$ cat src/rtl/router_arb_pkg.sv
// Shared types and helpers for the router_wrap IACK arbiter.
package router_arb_pkg;

  typedef enum logic {
    IDLE   = 1'b0,
    LOCKED = 1'b1
  } arb_state_t;

  // Index width for n ports; a single port still needs one bit.
  function automatic int idx_w(input int n);
    if (n <= 1) return 1;
    return $clog2(n);
  endfunction

endpackage

$ cat src/rtl/router_wrap_iack_arbiter_rr_pick.sv
// Round-robin pick: first requester at or after ptr, wrapping mod NUM_IN.
module rr_pick #(
  parameter int NUM_IN = 4,
  parameter int IW     = 2
) (
  input  logic [NUM_IN-1:0] req,
  input  logic [IW-1:0]     ptr,
  output logic              any,
  output logic [IW-1:0]     idx
);

  localparam logic [IW:0] NUM_S = (IW+1)'(NUM_IN);

  logic [2*NUM_IN-1:0] dbl;
  logic [NUM_IN-1:0]   rot;
  logic [IW-1:0]       off;
  logic [IW:0]         sum;

  // Rotate so ptr sits at bit 0, take the lowest set bit, then rotate back.
  always_comb begin
    dbl = {req, req} >> ptr;
    rot = dbl[NUM_IN-1:0];
    off = '0;
    for (int k = NUM_IN-1; k >= 0; k--) begin
      if (rot[k]) off = IW'(k);
    end
    sum = {1'b0, ptr} + {1'b0, off};
    if (sum >= NUM_S) sum = sum - NUM_S;
    idx = sum[IW-1:0];
    any = |req;
  end

endmodule

$ cat src/rtl/router_wrap_iack_arbiter.sv
// Packet-locking round-robin arbiter with per-port IACK and a starvation watchdog.
//
//  state  | meaning
//  IDLE   | no lock; arbitrating among valid ports from rr_ptr
//  LOCKED | grant_id owns the channel until its tail transfers or the watchdog fires
module router_wrap_iack_arbiter
  import router_arb_pkg::*;
#(
  parameter int NUM_IN  = 4,
  parameter int TIMEOUT = 16,
  parameter int CNT_W   = 5
) (
  input  logic                      clk,
  input  logic                      reset,
  input  logic [NUM_IN-1:0]         in_valid,
  input  logic [NUM_IN-1:0]         in_tail,
  input  logic                      out_ready,
  output logic [NUM_IN-1:0]         in_iack,
  output logic                      grant_valid,
  output logic [idx_w(NUM_IN)-1:0]  grant_id,
  output logic                      out_valid,
  output logic                      timeout_err
);

  localparam int                IW      = idx_w(NUM_IN);
  localparam logic [IW-1:0]     LAST_ID = IW'(NUM_IN-1);
  localparam bit                WD_EN   = (TIMEOUT != 0);
  localparam logic [CNT_W-1:0]  WD_LAST = CNT_W'((TIMEOUT > 0) ? TIMEOUT-1 : 0);

  arb_state_t       state_q, state_d;
  logic [IW-1:0]    rr_ptr_q, rr_ptr_d;
  logic [IW-1:0]    grant_id_q, grant_id_d;
  logic [CNT_W-1:0] wd_cnt_q, wd_cnt_d;
  logic             timeout_err_q, timeout_err_d;

  logic             pick_any;
  logic [IW-1:0]    pick_idx;
  logic             gnt_req;
  logic             gnt_tail;
  logic             starved;
  logic             wd_fire;
  logic             xfer;
  logic [IW-1:0]    next_ptr;
  logic [NUM_IN-1:0] iack;

  rr_pick #(.NUM_IN(NUM_IN), .IW(IW)) u_pick (
    .req (in_valid),
    .ptr (rr_ptr_q),
    .any (pick_any),
    .idx (pick_idx)
  );

  assign gnt_req  = in_valid[grant_id_q];
  assign gnt_tail = in_tail[grant_id_q];
  assign starved  = (state_q == LOCKED) && !gnt_req;
  assign wd_fire  = WD_EN && starved && (wd_cnt_q == WD_LAST);
  assign next_ptr = (grant_id_q == LAST_ID) ? '0 : grant_id_q + 1'b1;

  // IACK decode; suppressed during reset so an aborted lock moves no flit.
  always_comb begin
    iack = '0;
    if (!reset && (state_q == LOCKED) && gnt_req && out_ready) iack[grant_id_q] = 1'b1;
  end

  assign xfer = |iack;

  // Next-state: lock on a pick, release on tail transfer or watchdog expiry.
  always_comb begin
    state_d       = state_q;
    rr_ptr_d      = rr_ptr_q;
    grant_id_d    = grant_id_q;
    wd_cnt_d      = wd_cnt_q;
    timeout_err_d = timeout_err_q;
    case (state_q)
      IDLE: begin
        if (pick_any) begin
          state_d    = LOCKED;
          grant_id_d = pick_idx;
          wd_cnt_d   = '0;
        end
      end
      LOCKED: begin
        if ((xfer && gnt_tail) || wd_fire) begin
          state_d  = IDLE;
          rr_ptr_d = next_ptr;
          wd_cnt_d = '0;
          if (wd_fire) timeout_err_d = 1'b1;
        end else if (starved) begin
          wd_cnt_d = wd_cnt_q + 1'b1;
        end else begin
          wd_cnt_d = '0;
        end
      end
      default: state_d = IDLE;
    endcase
  end

  // State registers with synchronous reset.
  always_ff @(posedge clk) begin
    if (reset) begin
      state_q       <= IDLE;
      rr_ptr_q      <= '0;
      grant_id_q    <= '0;
      wd_cnt_q      <= '0;
      timeout_err_q <= 1'b0;
    end else begin
      state_q       <= state_d;
      rr_ptr_q      <= rr_ptr_d;
      grant_id_q    <= grant_id_d;
      wd_cnt_q      <= wd_cnt_d;
      timeout_err_q <= timeout_err_d;
    end
  end

  assign in_iack     = iack;
  assign out_valid   = xfer;
  assign grant_valid = (state_q == LOCKED);
  assign grant_id    = grant_id_q;
  assign timeout_err = timeout_err_q;

endmodule
$ cat config.mk
export PLATFORM = sky130hd
export DESIGN_NAME = router_wrap_iack_arbiter
export DESIGN_NICKNAME = d
export VERILOG_FILES = /design/src/rtl/router_arb_pkg.sv /design/src/rtl/router_wrap_iack_arbiter_rr_pick.sv /design/src/rtl/router_wrap_iack_arbiter.sv
export SDC_FILE = /design/constraint.sdc
export NUM_CORES = 1
export LEC_CHECK = 0
export ABC_AREA = 1
export CAP_MARGIN = 10
export CELL_PAD_IN_SITES_DETAIL_PLACEMENT = 0
export CELL_PAD_IN_SITES_GLOBAL_PLACEMENT = 1
export CORE_AREA = 2 2 58 60
export CTS_CLUSTER_SIZE = 30
export DETAILED_ROUTE_END_ITERATION = 10
export DIE_AREA = 0 0 60 62
export PLACE_DENSITY_LB_ADDON = 0.2
export SYNTH_ARGS = -nofsm -noshare
export SYNTH_HDL_FRONTEND = slang
export SYNTH_SLANG_ARGS = --single-unit
$ cat constraint.sdc
create_clock -name clk -period 3.1 [get_ports clk]
set_clock_uncertainty 0.05 [all_clocks]
set_input_delay 0.93 -clock clk [delete_from_list [all_inputs] [get_ports clk]]
set_output_delay 0.93 -clock clk [all_outputs]
set_load 0.005 [all_outputs]
# Word level (Yosys, flattened, before mapping)
# Index checks and enable logic that the tools add are counted.
# op_classes
n_mux,20
reduce_logical,15
mul,0
n_lt_le_gt_ge,3
div,0
n_bitwise,1
addsub,4
eq_ne,3
n_shift,1
# ops
cell,n
$mux W5,3
$mux W2,6
$pmux W5 S2,1
$reduce_or A4 Y1,2
$shr A8 B2 Y4,1
$logic_and A1 B1 Y1,7
$add A5 B1 Y5 const B,1
$eq A5 B4 Y1 const B,1
$mux W1,5
$bmux W1 S2,2
$mux W4,1
$reduce_and A2 Y1,2
$add A2 B2 Y3,1
$ge A3 B3 Y1 const B,1
$lt A2 B3 Y1 const B,1
$reduce_and A3 Y1,1
$add A2 B1 Y2 const B,1
$demux W1 S2,1
$eq A2 B2 Y1 const B,1
$ge A2 B1 Y1 const B,1
$logic_not A1 Y1,2
$ne A2 B2 Y1 const B,1
$pmux W1 S2,1
$sub A2 B1 Y2 const B,1
2 further kinds,2
# word_totals
reg_bits,11
mem_bits_ro,0
latch_bits,0
ram_bits,0
in_bits,11
wordCells,52
n_memories,0

# Logic depth before layout (Yosys ltp)
# logic_depth
depth_word,10
depth_mapped,12
depth_no_buf,12

# Hierarchy
# A second synthesis with hierarchy kept.
# hier_totals
cells_unflattened,139
area_unflattened_um2,1051.0
# by_module_without_submodules
module,area_each_um2,cells_per_inst,instances,seq_area_each_um2
router_wrap_iack_arbiter,883.3,104,1,220.2
rr_pick,167.7,35,1,0.0

# Worst setup path before layout
# Ideal clock, no wire load.
# synth_timing
kind,input to output
start,input port reset
end,output port out_valid
slack_ns,0.647
path_stages,4
t_required_ns,2.120
arrival_time_ns,1.473
path_cell_list,buf_1 nor2_1 o211ai_1 nand2_2
# synth_between
elab_chain_len,6
# synth_rtl
element,line,text
from (decl),router_wrap_iack_arbiter.sv:14,"input logic reset,"
$logic_not A1 Y1,router_wrap_iack_arbiter.sv:62,if (!reset && (state_q == LOCKED) && gnt_req && out_ready) iack[grant_id_q] = 1'b1;
$logic_and A1 B1 Y1 (3 in series),router_wrap_iack_arbiter.sv:62,
$mux W4,router_wrap_iack_arbiter.sv:62,
$reduce_or A4 Y1,router_wrap_iack_arbiter.sv:65,assign xfer = |iack;
to (decl),router_wrap_iack_arbiter.sv:21,"output logic out_valid,"
# Every way passes these cells.

# Worst setup path after layout
# layout_timing
start,input port out_ready
end,output port in_iack[2]
# layout_between
elab_chain_len,2
# layout_rtl
element,line,text
from (decl),router_wrap_iack_arbiter.sv:17,"input logic out_ready,"
$logic_and A1 B1 Y1,router_wrap_iack_arbiter.sv:62,
$mux W4,router_wrap_iack_arbiter.sv:62,
to (decl),router_wrap_iack_arbiter.sv:18,"output logic [NUM_IN-1:0] in_iack,"
# Every way passes these cells.

==> metrics.md <==
| Metric | Value |
|---|---|
| Crit-path cells | clkdlybuf4s50_1 > nand2_1 > nor2_2 > nand2_2 > nor2_1 > clkdlybuf4s15_1 |
| Worst-margin pin slew | between 0.3 and 0.4 ns |
| VDD IR max | ~0.16 mV |
| Max cap viols | 0 |
| Area delta synth->final | 35.6% |
| Filler cell count | around 350 |
| Largest net degree at the start of global routing | 12 |
| Crit path arrival time | approximately 2.0 ns |
| Diodes inserted | 0 |
| Total grt overflow | 0 |
| Clk sinks | 11 |
| Post-DR vias/cell | ~4.5 |
| Vias | 963 |
| Crit Path Category | input port to output pin |
| DRT Pass-1 Iters | 4 |
| Worst setup slack after layout | slightly below 0.1 ns |
| Buf/Inv on CP | 2 |
| Synth Warn # | 0 |
| CTS tree | yes |
| GRT Overall Usage | approximately 14% |
| Cells after Synth | 141 |
| Final Setup Violations | 0 |
| Core Box Area | approximately 3200 um^2 |
| Port bufs | 19 |
| CP startpoint kind | input port |
| Initial Util | ~28% |
| Dpl ws | -0.353 ns |
| Io pins | 20 |
| Crit path largest cell delay | ~0.45 ns |
| Number of DRC markers in iteration 0 | 45 |
| Dominant cell type by area after synthesis | dfxtp_1 |
| CTS hold repair buffers | 0 |
| First-pass GRT wire length | between 3000 and 4000 um |
| Tcrit/Tclk final | between 90% and 100% |
| # Post-CTS Setup Buffers | 0 |
| Worst R2R Setup Slack | between 1 and 1.5 ns |
| Final Max Tran Viols | 0 |
| Post-layout nets | about 190 |
| H-tree levels | 1 |
| Syn Nets | about 160 |
| RSZ-0062 raised after global routing | false |
| Worst-Skew Late Latency | between 0.2 and 0.3 ns |
| Seq/Total Area, Yosys | roughly 25% |
| Pleak | 0.567 nW |
| Synth unique cells | 21 |
| Slowest-stage cell, CP | clkdlybuf4s50_1 |
| CP top delay family | buffers and inverters |
| Area share of the largest cell type after synthesis | between 20% and 30% |
| FF+latch count, synth | 11 |
| F_max | between 300 and 400 MHz |
| Register Area | 220 um^2 |
| DIE HEIGHT | between 60 and 70 um |
| DRT Wirelength | about 2200 um |
| Synth area leaders | dfxtp_1 25%, nand2_1 13%, nand3_1 12% |
| Number of buffers created by CTS | 3 |
| Average size of a mapped cell | roughly 6.3 um^2 |
| GPL Wtd Cong | around 0.76 |
| Final Hold Vio Count | 0 |
| Maximum root-to-sink buffer count | 2 |
| Drc violations | 0 |
| CP Data Required Time | between 2 and 2.5 ns |
| Std-Cell Rows | 21 |
| Drt wl/cell | 10.3 um |
| PwrDens | 311 nW/um^2 |
| Critical Path End Type | output pin |
| Die ar. | 3720 um^2 |
| Initial antenna violation count | 0 |
| Share of cells above drive strength 1 | between 15 and 20% |
| Hpwl dp | around 1800 um |
| Clk root buf | clkbuf_4 |
| Clock-pin slew on the worst setup and hold paths | 0.07 ns |
| Final Critical Period | between 3 and 4 ns |
| Antenna Violating Nets Remaining | 0 |
| Area of the multi-input gates | 578 um^2 |
| Crit-path max FO | 4 |
| Die width | approximately 60 um |
| Vias in the first global route | 910 |
| Status | complete, no violations |
| Hold Crit Class | register to register |
| Final hold slack | about 0.4 ns |
| Relative slew slack | ~75% |
| Mapped Area | about 900 um^2 |
| Fin Setup TNS | 0 ns |
[path summary, 6_finish.rpt]
| path | cells after the start | to | start |
|---|---|---|---|
| worst max-delay path | 6 | in_iack[2] | out_ready |
| worst min-delay path | 2 | timeout_err | timeout_err |
| worst max register to register | 8 | wd_cnt_q[0] | grant_id[0] |
| worst min register to register | 2 | timeout_err | timeout_err |
[logic make-up (layout without fill, tap and decap cells)]
logic type	Yosys count	in the layout	synth area share, %
compound gates	18	18	11.6
xor+xnor	1	1	0.990
fa+ha+maj	7	7	9.90
buf+inv	23	51	10.6
flops	11	11	24.9
simple gates	81	81	42.0
[synth_stat cells]
| library cell | count |
|---|---|
| nand2_4 | 1 |
| nand2_1 | 31 |
| a21oi_2 | 1 |
| nand2_2 | 5 |
| o211ai_1 | 2 |
| dfxtp_1 | 11 |
| o21ai_0 | 4 |
| buf_1 | 1 |
| o22ai_1 | 1 |
| nand3_1 | 22 |
| nand3_2 | 2 |
| a21boi_0 | 1 |
| buf_6 | 1 |
| nor3b_1 | 1 |
| ha_1 | 7 |
| inv_2 | 2 |
| nand3b_1 | 1 |
| xor2_1 | 1 |
| inv_1 | 19 |
| a21oi_1 | 9 |
| nor2_1 | 18 |
[area by class of cell]
class | count | area share, %
tap | 46 | 4.80
clock buffer | 4 | 2.19
multi-input combinational | 107 | 48.2
sequential | 11 | 18.4
inverter | 21 | 6.57
timing repair buffer | 26 | 19.9
[worst reg2reg max path: cells and delay by family, from the launching register on]
kind,cells,cell delay (ns)
AO/OA/AOI/OAI,2,0.33
flip-flops,1,0.52
adder cells (fa/ha/maj),1,0.25
buffers and inverters,2,0.29
AND/OR/NAND/NOR,3,0.29
[what timing repair did]
| action | in CTS | in global routing |
|---|---|---|
| endpoints found under the setup margin | 5 | 5 |
| cloned | 0 | 0 |
| pin swaps | 2 | 3 |
| gates resized for setup | 12 | 7 |
[state kept, by name (all words and copies together) (netlist names)]
signal / flops
grant_id: 2
rr_ptr_q: 2
wd_cnt_q: 5
grant_valid: 1
timeout_err: 1
[placed cells by master, fill, tap and decap left out]
master | synthesis | routed
a21oi_1 | 9 | 9
nand3b_1 | 1 | 1
nor2_2 | 0 | 2
clkbuf_2 | 0 | 2
o211ai_1 | 2 | 2
a21boi_0 | 1 | 1
nor2_1 | 18 | 16
clkbuf_1 | 0 | 1
dfxtp_1 | 11 | 11
a21oi_2 | 1 | 1
clkdlybuf4s15_1 | 0 | 3
clkbuf_4 | 0 | 3
nand2_2 | 5 | 6
nand2_1 | 31 | 30
nand3_1 | 22 | 22
buf_4 | 0 | 7
ha_1 | 7 | 7
nand2_4 | 1 | 1
dlymetal6s2s_1 | 0 | 3
dlygate4sd2_1 | 0 | 1
inv_1 | 19 | 19
clkdlybuf4s50_1 | 0 | 10
nand3_2 | 2 | 2
xor2_1 | 1 | 1
nor3b_1 | 1 | 1
inv_2 | 2 | 2
o22ai_1 | 1 | 1
o21ai_0 | 4 | 4
[routing by layer]
metal  wire [um]  track usage (%)
met1         962             16.5
met2        1170             25.2
met3          47             1.24
met4          40             5.71
met5           0                0
[where the power goes]
group | internal (W) | total (W) | switching (W)
Combinational | 0.0000529 | 0.000115 | 0.0000621
Sequential | 0.000148 | 0.000159 | 0.0000104
Clock | 0.0000498 | 0.0000990 | 0.0000493
Total | 0.000251 | 0.000373 | 0.000122
[stage by stage]
stage	utilization [%]	total power (W)	area, um^2	std cells
6_report	37.7	0.000373	1200	215
5_1_grt	37.7	0.000401	1200	215
4_1_cts	37.7	0.000377	1200	215
3_5_place_dp	36.8	0.000278	1170	211
3_3_place_gp	36.8	0.000278	1170	211
2_1_floorplan	-	0.000227	885	141
No activity file was read; power rests on OpenSTA's default activity.
